**config.mk**
```make
export PLATFORM = sky130hd
export DESIGN_NAME = regwrite_trace_buffer
export DESIGN_NICKNAME = d
export VERILOG_FILES = /design/src/rtl/regwrite_trace_buffer.sv
export SDC_FILE = /design/constraint.sdc
export NUM_CORES = 1
export LEC_CHECK = 0
export ABC_AREA = 1
export BUFFER_PORTS_ARGS = -buffer_cell sky130_fd_sc_hd__buf_2
export CORE_UTILIZATION = 30
export CTS_CLUSTER_DIAMETER = 120
export DETAILED_ROUTE_END_ITERATION = 10
export PLACE_DENSITY_LB_ADDON = 0.2
export REMOVE_ABC_BUFFERS = 1
export SYNTH_ARGS = -nofsm -noshare
export SYNTH_HDL_FRONTEND = slang
export SYNTH_SLANG_ARGS = --single-unit
```
**constraint.sdc**
```tcl
create_clock -name CLK -period 2.95 [get_ports CLK]
set_input_delay 0.7375 -clock CLK [delete_from_list [all_inputs] [get_ports CLK]]
set_output_delay 0.7375 -clock CLK [all_outputs]
set_load 0.01 [all_outputs]
```
**src/rtl/regwrite_trace_buffer.sv**
```systemverilog
// regwrite_trace_buffer
// Snoops the general-register write port of the multicycle datapath and
// records every committed write (address + data) into a FIFO, oldest first,
// for later readout. A watchdog moves the capture FSM to HALTED once the
// datapath has made no register write for TIMEOUT consecutive CAPTURE cycles.
//
// Optional feature macro: REGWRITE_TRACE_TIMESTAMP_EN
//   When defined, every entry also stores a 16-bit free-running cycle stamp,
//   presented on rd_stamp for the head entry.
//
// Ports:
//   CLK           clock, rising edge
//   RST           synchronous, active-high reset
//   arm           pulse: clear the buffer and start capturing (IDLE/HALTED only)
//   GRegWrite     register-file write enable
//   WriteAddress  register-file write address
//   writeDataIn   register-file write data
//   rd_en         pop the head entry (ignored when empty)
//   rd_valid      buffer holds at least one entry
//   rd_addr       head entry address (0 when empty)
//   rd_data       head entry data (0 when empty)
//   count         entries held, 0..DEPTH
//   overflow      sticky: a write was dropped or overwrote the oldest entry
//   halted        FSM is in HALTED
//   state         FSM state: IDLE=00, CAPTURE=01, HALTED=10
//   rd_stamp      head entry cycle stamp (timestamp build only, 0 when empty)

module regwrite_trace_buffer #(
    parameter int unsigned DATA_W  = 16,
    parameter int unsigned ADDR_W  = 4,
    parameter int unsigned DEPTH   = 16,
    parameter int unsigned WRAP    = 0,
    parameter int unsigned TIMEOUT = 1000
) (
    input  logic                    CLK,
    input  logic                    RST,
    input  logic                    arm,
    input  logic                    GRegWrite,
    input  logic [ADDR_W-1:0]       WriteAddress,
    input  logic [DATA_W-1:0]       writeDataIn,
    input  logic                    rd_en,
    output logic                    rd_valid,
    output logic [ADDR_W-1:0]       rd_addr,
    output logic [DATA_W-1:0]       rd_data,
    output logic [$clog2(DEPTH):0]  count,
    output logic                    overflow,
    output logic                    halted,
`ifdef REGWRITE_TRACE_TIMESTAMP_EN
    output logic [15:0]             rd_stamp,
`endif
    output logic [1:0]              state
);

    localparam int unsigned PTR_W  = $clog2(DEPTH);
    localparam int unsigned CNT_W  = PTR_W + 1;
    localparam int unsigned IDLE_W = $clog2(TIMEOUT + 1);

    localparam logic [1:0] S_IDLE    = 2'b00;
    localparam logic [1:0] S_CAPTURE = 2'b01;
    localparam logic [1:0] S_HALTED  = 2'b10;

    typedef struct packed {
        logic [ADDR_W-1:0] addr;
        logic [DATA_W-1:0] data;
    } entry_t;

    entry_t             mem [DEPTH];
    entry_t             head;
    logic [PTR_W-1:0]   wr_ptr;
    logic [PTR_W-1:0]   rd_ptr;
    logic [IDLE_W-1:0]  idle_cnt;
    logic [1:0]         state_nxt;

    logic               arm_accept_c;
    logic               push_req_c;
    logic               pop_req_c;
    logic               full_c;
    logic               mem_we_c;
    logic               rd_adv_c;
    logic               ovf_set_c;
    logic               cnt_inc_c;
    logic               cnt_dec_c;

    // FIFO and watchdog control decode
    always_comb begin
        arm_accept_c = 1'b0;
        push_req_c   = 1'b0;
        pop_req_c    = 1'b0;
        full_c       = 1'b0;
        mem_we_c     = 1'b0;
        rd_adv_c     = 1'b0;
        ovf_set_c    = 1'b0;
        cnt_inc_c    = 1'b0;
        cnt_dec_c    = 1'b0;

        arm_accept_c = arm && ((state == S_IDLE) || (state == S_HALTED));
        push_req_c   = (state == S_CAPTURE) && GRegWrite;
        pop_req_c    = rd_en && (count != '0);
        full_c       = (count == CNT_W'(DEPTH));

        // A full-buffer push still writes when a pop frees the slot or when
        // wrapping; in the wrap case write and read pointers coincide, so the
        // oldest entry is overwritten and the read pointer steps past it.
        mem_we_c  = push_req_c && (!full_c || pop_req_c || (WRAP != 0));
        rd_adv_c  = pop_req_c || (push_req_c && full_c && (WRAP != 0));
        ovf_set_c = push_req_c && full_c && !pop_req_c;
        cnt_inc_c = mem_we_c && !rd_adv_c;
        cnt_dec_c = rd_adv_c && !mem_we_c;
    end

    // Capture FSM next state
    always_comb begin
        state_nxt = state;
        case (state)
            S_IDLE: begin
                if (arm) begin
                    state_nxt = S_CAPTURE;
                end
            end
            S_CAPTURE: begin
                // idle_cnt still holds the pre-edge value, so this cycle is
                // the TIMEOUT-th quiet one when it equals TIMEOUT-1.
                if (!GRegWrite && (idle_cnt == IDLE_W'(TIMEOUT - 1))) begin
                    state_nxt = S_HALTED;
                end
            end
            S_HALTED: begin
                if (arm) begin
                    state_nxt = S_CAPTURE;
                end
            end
            default: begin
                state_nxt = S_IDLE;
            end
        endcase
    end

    // FSM state register
    always_ff @(posedge CLK) begin
        if (RST) begin
            state <= S_IDLE;
        end else begin
            state <= state_nxt;
        end
    end

    // Pointers, occupancy, sticky overflow and watchdog counter
    always_ff @(posedge CLK) begin
        if (RST || arm_accept_c) begin
            wr_ptr   <= '0;
            rd_ptr   <= '0;
            count    <= '0;
            overflow <= 1'b0;
            idle_cnt <= '0;
        end else begin
            if (mem_we_c) begin
                wr_ptr <= wr_ptr + PTR_W'(1);
            end
            if (rd_adv_c) begin
                rd_ptr <= rd_ptr + PTR_W'(1);
            end
            if (cnt_inc_c) begin
                count <= count + CNT_W'(1);
            end else if (cnt_dec_c) begin
                count <= count - CNT_W'(1);
            end
            if (ovf_set_c) begin
                overflow <= 1'b1;
            end
            if (push_req_c) begin
                idle_cnt <= '0;
            end else if (state == S_CAPTURE) begin
                idle_cnt <= idle_cnt + IDLE_W'(1);
            end
        end
    end

    // Entry storage; contents need no reset since occupancy gates readout
    always_ff @(posedge CLK) begin
        if (!RST && mem_we_c) begin
            mem[wr_ptr] <= '{addr: WriteAddress, data: writeDataIn};
        end
    end

    // First-word-fall-through head presentation, zeroed when empty
    assign head     = mem[rd_ptr];
    assign rd_valid = (count != '0);
    assign rd_addr  = rd_valid ? head.addr : '0;
    assign rd_data  = rd_valid ? head.data : '0;
    assign halted   = (state == S_HALTED);

`ifdef REGWRITE_TRACE_TIMESTAMP_EN
    logic [15:0] cyc_cnt;
    logic [15:0] stamp_mem [DEPTH];

    // Free-running cycle counter, restarted by reset and by an accepted arm
    always_ff @(posedge CLK) begin
        if (RST || arm_accept_c) begin
            cyc_cnt <= '0;
        end else begin
            cyc_cnt <= cyc_cnt + 16'd1;
        end
    end

    // Stamp storage, written alongside the entry
    always_ff @(posedge CLK) begin
        if (!RST && mem_we_c) begin
            stamp_mem[wr_ptr] <= cyc_cnt;
        end
    end

    assign rd_stamp = rd_valid ? stamp_mem[rd_ptr] : '0;
`endif

endmodule

```
==> flow_summary.json, run 1 <==
{
  "ys_seq_elements": 350,
  "cts_max_level": 2,
  "clk_path_buf_depth": 3,
  "antenna_found_initial": 3,
  "synth_edf_count": 320,
  "multi_input_area_um2": 3780,
  "route.met2.wl_um": 17400,
  "yosysMostFrequentCell": "nand2_1",
  "outcome": "finished, final reports clean",
  "layout_min_cycle_time_ps": 2840,
  "synth_area_leaders": "edfxtp_1 67%, nand2_1 12%, nand3_1 9.0%, dfxtp_1 4.2%, a21oi_1 1.4%",
  "crit_buf_inv": 3,
  "skew_ps": 18.1,
  "rows": 80,
  "fin_ws_ps": 112,
  "crit_family": "buffers and inverters",
  "die_w_um": 221,
  "ant_nets": 0,
  "syn-cell-area_um2": 14400,
  "drt_first_pass_iters": 5,
  "drive_above_1_share_pct": 13.7,
  "tightestPinTransition_ps": 528,
  "p_leak_nw": 6.21,
  "n_antenna_cell": 0,
  "cp_common_cell": "nand2_1",
  "drv_slew": 0,
  "end_kind": "primary output",
  "drt_iter0_drc": 547,
  "synth.yosys.seq_area_share_pct": 70.7,
  "die_area_um2": 49000,
  "power_density_nw_per_um2": 735,
  "syn_avg_cell_area_um2": 11.2,
  "maxCapViolCount": 0,
  "synth_top_area_share_pct": 66.5,
  "hold_viol": 0,
  "cts_buffers": 40,
  "clk_pin_slew_ps": 60,
  "rsz0062_at_grt": "yes",
  "vias": 9530,
  "worstPathRequired_ps": 2210,
  "cpMaxStageDelayCell": "dfxtp_4",
  "pin_count": 55,
  "slew-limit-headroom_pct": 64.8,
  "routed.top_layer": "met5",
  "fmax_mhz": 352,
  "initial_core_util_pct": 30.3,
  "chipHeight_um": 221,
  "period_share_pct": 96.2,
  "yosysWarnings": 0,
  "clkLatencyLatePin_ps": 560,
  "area_growth_pct": 18.8,
  "drt_wl_total_um": 37700,
  "cts_hold_buf": 0,
  "cp-start-kind": "flop",
  "synth_top_cell_by_area": "edfxtp_1",
  "route.detailed.drc": 0,
  "grt.overflow.total": 0,
  "grt_max_degree": 61,
  "ys_types": 26,
  "ys_async_sr_fraction_pct": 0,
  "cp.arrival_ps": 2100,
  "io_buffers": 54,
  "final_nets": 1398,
  "peakVddDrop_uv": 365,
  "cts_root_buf": "clkbuf_16",
  "route.met3.wl_um": 1750,
  "num-fill-cells": 4710,
  "core_area_um2": 47600,
  "critPathMaxFanout": 13,
  "grt_pass1_vias": 9387,
  "grt_usage_pct": 15.3,
  "ys.flop_type": "edfxtp_1",
  "cpPeakStageDelay_ps": 460,
  "final_util_pct": 36.0,
  "pre_cts_ws_ps": 372,
  "cts_tree": "yes",
  "worstSetupPathType": "reg -> out",
  "vias_per_cell": 4.75,
  "cts.sinks": 350,
  "setup_viol": 0,
  "crit_path_cell_trace": "buf_4 > buf_6 > nand2_1 > nand3_1 > nand3_1 > nand2_1 > nand2_1 > a21oi_1 > buf_2",
  "gp_congestion": 0.747,
  "hpwl_um": 19000,
  "syn_inst": 1289,
  "regArea_um2": 10200,
  "min_path_type": "in -> reg",
  "wirelength_met1_um": 17800,
  "grt_pass1_wl_um": 57100,
  "wl_per_cell_um": 18.8,
  "yosys-top-cells-count": "451 x nand2_1, 320 x edfxtp_1, 261 x nand3_1"
}
power by group:
part           internal (W)  switching [W]  leakage [nW]
Combinational      0.000741        0.00146          2.46
Sequential          0.00545      0.0000561          3.12
Clock               0.00291        0.00199         0.627
Total               0.00910        0.00351          6.21
through the flow:
step	total power (W)	setup TNS [ps]	instances	area, um2	hold slack, ps
after floorplan	0.00684	-51180	1222	14000	447
after global placement	0.00767	0	1927	15600	457
after detailed placement	0.00767	0	1927	15600	457
after CTS	0.0126	-118	1999	17000	328
after global routing	0.0132	-107	2006	17200	352
final	0.0126	0	2006	17200	355
path summary, 6_finish.rpt:
path | slack, ps | endpoint | startpoint | cells after the start
max | 110 | rd_data[5] | flop | 9
min | 350 | state[0] | RST | 2
max reg2reg | 600 | count[3] | state[0] | 13
min reg2reg | 470 | overflow | overflow | 2
logic make-up after synthesis:
kind of cell	synth area share (%)
compound gates	1.73
xor+xnor	0.303
fa+ha+maj	1.00
flops	70.7
buf+inv	3.77
simple gates	22.5
area by class of cell:
| class | count | share of cell area (%) |
|---|---|---|
| flip-flops and latches | 350 | 59.6 |
| well taps | 615 | 4.49 |
| multi-input cells | 833 | 22.0 |
| clock inverters | 21 | 1.35 |
| inverters | 39 | 0.926 |
| clock buffers | 50 | 6.17 |
| repair buffers | 98 | 5.46 |
state kept, by name (all words and copies together) (netlist names), named ones only:
register / flops
rd_ptr: 4
mem: 320
idle_cnt: 10
wr_ptr: 4
state: 2
count: 5
overflow: 1
cell usage in the layout (no fill, tap or decap), types with 6 or more instances in the layout:
master,synthesis,routed
nand2_1,451,451
buf_12,0,15
ha_1,10,10
clkbuf_1,10,8
a21oi_2,0,7
clkinv_1,0,8
buf_2,34,53
buf_4,0,20
dfxtp_1,30,27
a21oi_1,39,32
nand3_1,261,261
nor2_1,40,24
clkbuf_16,0,42
nor3_1,8,8
inv_2,5,6
o21ai_0,8,8
inv_1,33,32
nor2_2,0,11
edfxtp_1,320,320
nor2_4,1,6
layer usage:
| layer | vias to the layer above | global-route usage [%] |
|---|---|---|
| met5 | - | 0 |
| met4 | 6 | 4.08 |
| met3 | 61 | 2.99 |
| met2 | 183 | 24.8 |
| met1 | 4652 | 20.9 |
| li1 | 4628 | - |
what timing repair did:
action / CTS / global route
cloned: 1 / 4
resized for setup: 6 / 15
setup endpoints to repair: 18 / 20
pin swaps: 0 / 1
buffers inserted: 0 / 3
(Power assumes the default switching activity.)
==> inputs of run 2 (changes only) <==
==> constraint.sdc (replaced) <==
create_clock -name CLK -period 2.95 [get_ports CLK]
set_input_delay 0 -clock CLK [delete_from_list [all_inputs] [get_ports CLK]]
set_output_delay 0 -clock CLK [all_outputs]
set_load 0.01 [all_outputs]
==> run 2 against run 1 <==
  * Via count is 0.46% higher
  * Core utilization shrank 0.27 points
  * Worst setup slack better by 300 ps
  * Maximum frequency up 12%
  * First-iteration DRC count down 1.5%
  * Clock skew down 2.5 ps
  * Global-route usage increased by 0.72 points
  * Clock power shrank 5.1%
  * Critical path type unchanged
==> flow_summary.json, run 2 (synthesis results as in run 1) <==
{
  "n_antenna_cell": 0,
  "peakVddDrop_uv": 381,
  "rrSetupSlack_ps": 610,
  "mostFrequentLayoutCell": "nand2_1",
  "rows": 80,
  "clkLatencyLatePin_ps": 550,
  "fin_total_pwr_w": 0.0122,
  "grt_pass1_vias": 9848,
  "wl_per_cell_um": 19.1,
  "ant_nets": 0,
  "grt.overflow.total": 0,
  "slew-limit-headroom_pct": 32.8,
  "end_kind": "primary output",
  "drive_above_1_share_pct": 12.1,
  "largest_reg_flops": 320,
  "area_growth_pct": 17.9,
  "clk_path_buf_depth": 3,
  "layout_common_cells": "451 x nand2_1, 320 x edfxtp_1, 261 x nand3_1",
  "final_area_um2": 17000,
  "fmax_mhz": 394,
  "maxCapViolCount": 0,
  "r2r-end": "count[3]",
  "cts_buffers": 40,
  "ff2ff_path_depth": 13,
  "drt_wl_total_um": 38600,
  "hpwl_um": 21300,
  "drt_iter0_drc": 539,
  "cts_max_level": 2,
  "cp.arrival_ps": 2540,
  "initial_core_util_pct": 30.3,
  "worstSetupPathType": "reg -> out",
  "gp_congestion": 0.788,
  "final_nets": 1416,
  "dpl.cell_count": 1926,
  "min_to": "mem[3][0]",
  "worstPathRequired_ps": 2950,
  "cts.sinks": 350,
  "cp-start-kind": "flop",
  "holdCritStartpoint": "writeDataIn[0]",
  "min_path_type": "in -> reg",
  "drv_slew": 0,
  "largest_registers": "mem x320, idle_cnt x10, count x5",
  "p_leak_nw": 6.17,
  "tightestPinTransition_ps": 1010,
  "place_area_um2": 15500,
  "skew_ps": 15.7,
  "fin_hold_ws_ps": 379,
  "drt_first_pass_iters": 5,
  "die_area_um2": 49000,
  "period_share_pct": 86.0,
  "cts_setup_buffers": 0,
  "vias": 9574,
  "chipHeight_um": 221,
  "cts_tree": "yes",
  "outcome": "finished, final reports clean",
  "r2r_start": "state[0]",
  "layout_min_cycle_time_ps": 2540,
  "antenna_found_initial": 0,
  "route.detailed.drc": 0,
  "grt_max_degree": 86,
  "grt_usage_pct": 16.0,
  "die_w_um": 221,
  "fin_cells": 2024,
  "io_buffers": 54,
  "clk_pin_slew_ps": 60,
  "core_area_um2": 47600,
  "rsz0062_at_grt": "no",
  "power_density_nw_per_um2": 718,
  "vias_per_cell": 4.73,
  "hold_depth": 2,
  "pin_count": 55,
  "setup_viol": 0,
  "cts_root_buf": "clkbuf_16",
  "grt_pass1_wl_um": 59800,
  "hold_viol": 0,
  "num-fill-cells": 4757,
  "top_register": "mem",
  "critPathMaxFanout": 49
}
## run 2: cell types whose count changed in the layout (fill, tap and decap cells not counted), sizes merged
| cell | delta |
|---|---|
| dlygate4sd3 | +27 |
| buf | -7 |
| clkbuf | +4 |
| clkinv | -5 |
| inv | +1 |
| clkinvlp | +1 |
| bufinv | -3 |
## run 2: what timing repair did
item,in CTS,in global routing
hold buffers,27,0
endpoints found under the hold margin,337,0
resized for setup,0,0
## run 2: per-layer routing
metal	vias to the layer above	GRT usage (%)	share of wire [%]
li1	4652	-	-
met3	50	2.42	3.9
met2	181	25.9	47
met5	-	0	0
met1	4691	22.3	48
met4	0	4.26	1.8
## run 2: layout make-up
class                   count  area [um2]  area share (%)
inverters                  39         149           0.875
well taps                 615         769            4.52
repair buffers            116         928            5.45
clock inverters            15         104           0.610
multi-input cells         833        3750            22.0
flip-flops and latches    350       10200            60.0
clock buffers              56        1100            6.47
## run 2: how the worst max path moves through the flow
stage | start | cells past startpoint | to | slack (ps)
3_3_place_gp | state[0] | 13 | count[3] | 660
4_1_cts | flop | 9 | rd_data[13] | 350
6_report | flop | 9 | rd_data[1] | 410
2_1_floorplan | flop | 7 | rd_addr[0] | -1820
3_5_place_dp | state[0] | 13 | count[3] | 610
5_1_grt | flop | 9 | rd_data[12] | 160
## run 2: critical path, cell delays in order, from the launching register on
cell,delay (ps)
dfxtp_4,450
inv_4,420
buf_12,290
nand2_1,80
nand3_1,90
nand3_1,110
nand2_1,70
nand2_1,50
a21oi_1,190
buf_2,190
## run 2: per-stage QoR
stage	TNS (ps)	util, %	setup slack [ps]
6_report	0	35.7	413
5_1_grt	0	35.7	161
4_1_cts	0	35.7	346
3_5_place_dp	0	32.6	612
3_3_place_gp	0	32.6	664
2_1_floorplan	-36430	-	-1820
## run 2: report_power, final
| group | internal (W) | total, W | switching, W |
|---|---|---|---|
| registers | 0.00545 | 0.00552 | 0.0000638 |
| clock network | 0.00269 | 0.00464 | 0.00195 |
| logic | 0.000649 | 0.00206 | 0.00141 |
==> inputs of run 3 (changes only) <==
--- a/config.mk
+++ b/config.mk
@@ -6,11 +6,12 @@
 export NUM_CORES = 1
 export LEC_CHECK = 0
 export ABC_AREA = 1
-export BUFFER_PORTS_ARGS = -buffer_cell sky130_fd_sc_hd__buf_2
+export BUFFER_PORTS_ARGS = -buffer_cell sky130_fd_sc_hd__buf_4
 export CORE_UTILIZATION = 30
 export CTS_CLUSTER_DIAMETER = 120
 export DETAILED_ROUTE_END_ITERATION = 10
-export PLACE_DENSITY_LB_ADDON = 0.2
+export PLACE_DENSITY = 0.44
+export RECOVER_POWER = 50
 export REMOVE_ABC_BUFFERS = 1
 export SYNTH_ARGS = -nofsm -noshare
 export SYNTH_HDL_FRONTEND = slang
==> run 3 against run 2 <==
  * Register-to-register slack lost 160 ps
  * Clock power grew 5.2%
  * Count of clock-buffer cells in the layout shrank 2
  * Highest routed layer unchanged
==> flow_summary.json, run 3 (synthesis results as in run 1) <==
{
  "worstPathRequired_ps": 2950,
  "crit_path_cell_trace": "inv_4 > buf_4 > nand2_1 > nand3_1 > nand3_1 > nand2_1 > nand2_1 > a21oi_1 > buf_4",
  "die_w_um": 221,
  "fmax_mhz": 378,
  "initial_core_util_pct": 30.3,
  "die_area_um2": 49000,
  "drt_first_pass_iters": 4,
  "drv_slew": 0,
  "route.detailed.drc": 0,
  "clk_pin_slew_ps": 60,
  "drive_above_1_share_pct": 9.59,
  "ant_nets": 0,
  "io_buffers": 54,
  "hpwl_um": 21000,
  "layout_common_cells": "453 x nand2_1, 320 x edfxtp_1, 261 x nand3_1",
  "clkLatencyLatePin_ps": 570,
  "cts_setup_buffers": 0,
  "period_share_pct": 89.7,
  "cp-start-kind": "flop",
  "hold_viol": 0,
  "critPathMaxFanout": 39,
  "vias": 9494,
  "drt_iter0_drc": 714,
  "pin_count": 55,
  "crit_family": "buffers and inverters",
  "min_path_type": "in -> reg",
  "grt_max_degree": 107,
  "p_leak_nw": 6.09,
  "cts_root_buf": "clkbuf_16",
  "grt_pass1_wl_um": 58600,
  "grt.overflow.total": 0,
  "area_growth_pct": 18.3,
  "largest_registers": "mem x320, idle_cnt x10, count x5",
  "final_nets": 1414,
  "cpMaxStageDelayCell": "dfxtp_4",
  "vias_per_cell": 4.69,
  "crit_buf_inv": 3,
  "final_util_pct": 35.9,
  "outcome": "finished, final reports clean",
  "tightestPinTransition_ps": 859,
  "clk_path_buf_depth": 3,
  "core_area_um2": 47600,
  "chipHeight_um": 221,
  "grt_pass1_vias": 9374,
  "rows": 80,
  "cpPeakStageDelay_ps": 460,
  "maxCapViolCount": 0,
  "cp.arrival_ps": 2640,
  "layout_min_cycle_time_ps": 2640,
  "largest_reg_flops": 320,
  "cts_tree": "yes",
  "skew_ps": 20.5,
  "n_antenna_cell": 0,
  "cts_max_level": 2,
  "drt_wl_total_um": 37800,
  "cts.sinks": 350,
  "grt_usage_pct": 15.7,
  "power_density_nw_per_um2": 733,
  "worstSetupPathType": "reg -> out",
  "wl_per_cell_um": 18.7,
  "slew-limit-headroom_pct": 42.7,
  "mostFrequentLayoutCell": "nand2_1",
  "fin_hold_ws_ps": 372,
  "rsz0062_at_grt": "no",
  "cp_common_cell": "nand2_1",
  "gp_congestion": 0.726,
  "setup_viol": 0,
  "top_register": "mem",
  "peakVddDrop_uv": 376,
  "antenna_found_initial": 0,
  "cts_buffers": 41,
  "end_kind": "primary output"
}
-- run 3: cell types whose count changed in the layout (fill, tap and decap cells not counted), sizes merged, moves of 2 or more --
cell      change
buf          -31
bufinv        +2
clkbuf       +27
clkinv        +5
clkinvlp      -2
-- run 3: layout make-up --
| type | count | area [um2] |
|---|---|---|
| multi-input combinational | 833 | 3800 |
| timing repair buffer | 113 | 867 |
| clock inverter | 19 | 184 |
| clock buffer | 54 | 1100 |
| fill | 4711 | 30600 |
| tap | 615 | 769 |
| sequential | 350 | 10200 |
| inverter | 39 | 149 |
-- run 3: stage by stage --
| stage | std cells | TNS [ps] | total power [W] | cell area, um2 | setup WS, ps |
|---|---|---|---|---|---|
| finish | 2023 | 0 | 0.0125 | 17100 | 305 |
| detailed placement | 1924 | 0 | 0.00780 | 15700 | 507 |
| CTS | 2023 | 0 | 0.0128 | 17200 | 221 |
| global placement | 1924 | 0 | 0.00780 | 15700 | 589 |
| global route | 2023 | 0 | 0.0131 | 17100 | 86.3 |
| floorplan | 1222 | -36430 | 0.00684 | 14000 | -1820 |
-- run 3: worst register-to-register path: cells and delay by family (launching register included) --
family | cells | cell delay [ps]
buffers and inverters | 3 | 540
flip-flops | 1 | 330
AND/OR/NAND/NOR | 5 | 1350
-- run 3: metal layers --
layer	wire length [um]	vias to the layer above	share of wire, %	global-route usage, %
met3	1500	43	4.0	3.12
met4	627	0	1.7	3.90
met5	0	-	0	0
met2	17300	150	46	24.5
met1	18400	4640	49	22.4
li1	-	4661	-	-
-- run 3: report_power, final --
part           internal [W]  switching, W  leakage [nW]
Combinational      0.000703       0.00142          2.35
Sequential          0.00546     0.0000656          3.12
Clock               0.00288       0.00199         0.622
-- run 3: final timing paths --
| kind | from | endpoint | slack (ps) | cells past startpoint |
|---|---|---|---|---|
| worst max-delay path | flop | rd_data[4] | 310 | 9 |
| worst min-delay path | rd_en | rd_ptr[3] | 370 | 5 |
| worst max register to register | state[1] | mem[5][16] | 450 | 8 |
| worst min register to register | overflow | overflow | 470 | 2 |
-- run 3: repair_timing --
action,in CTS,in global routing
hold buffers,26,0
hold endpoints to repair,338,0
gates resized for setup,0,0
setup endpoints to repair,0,0
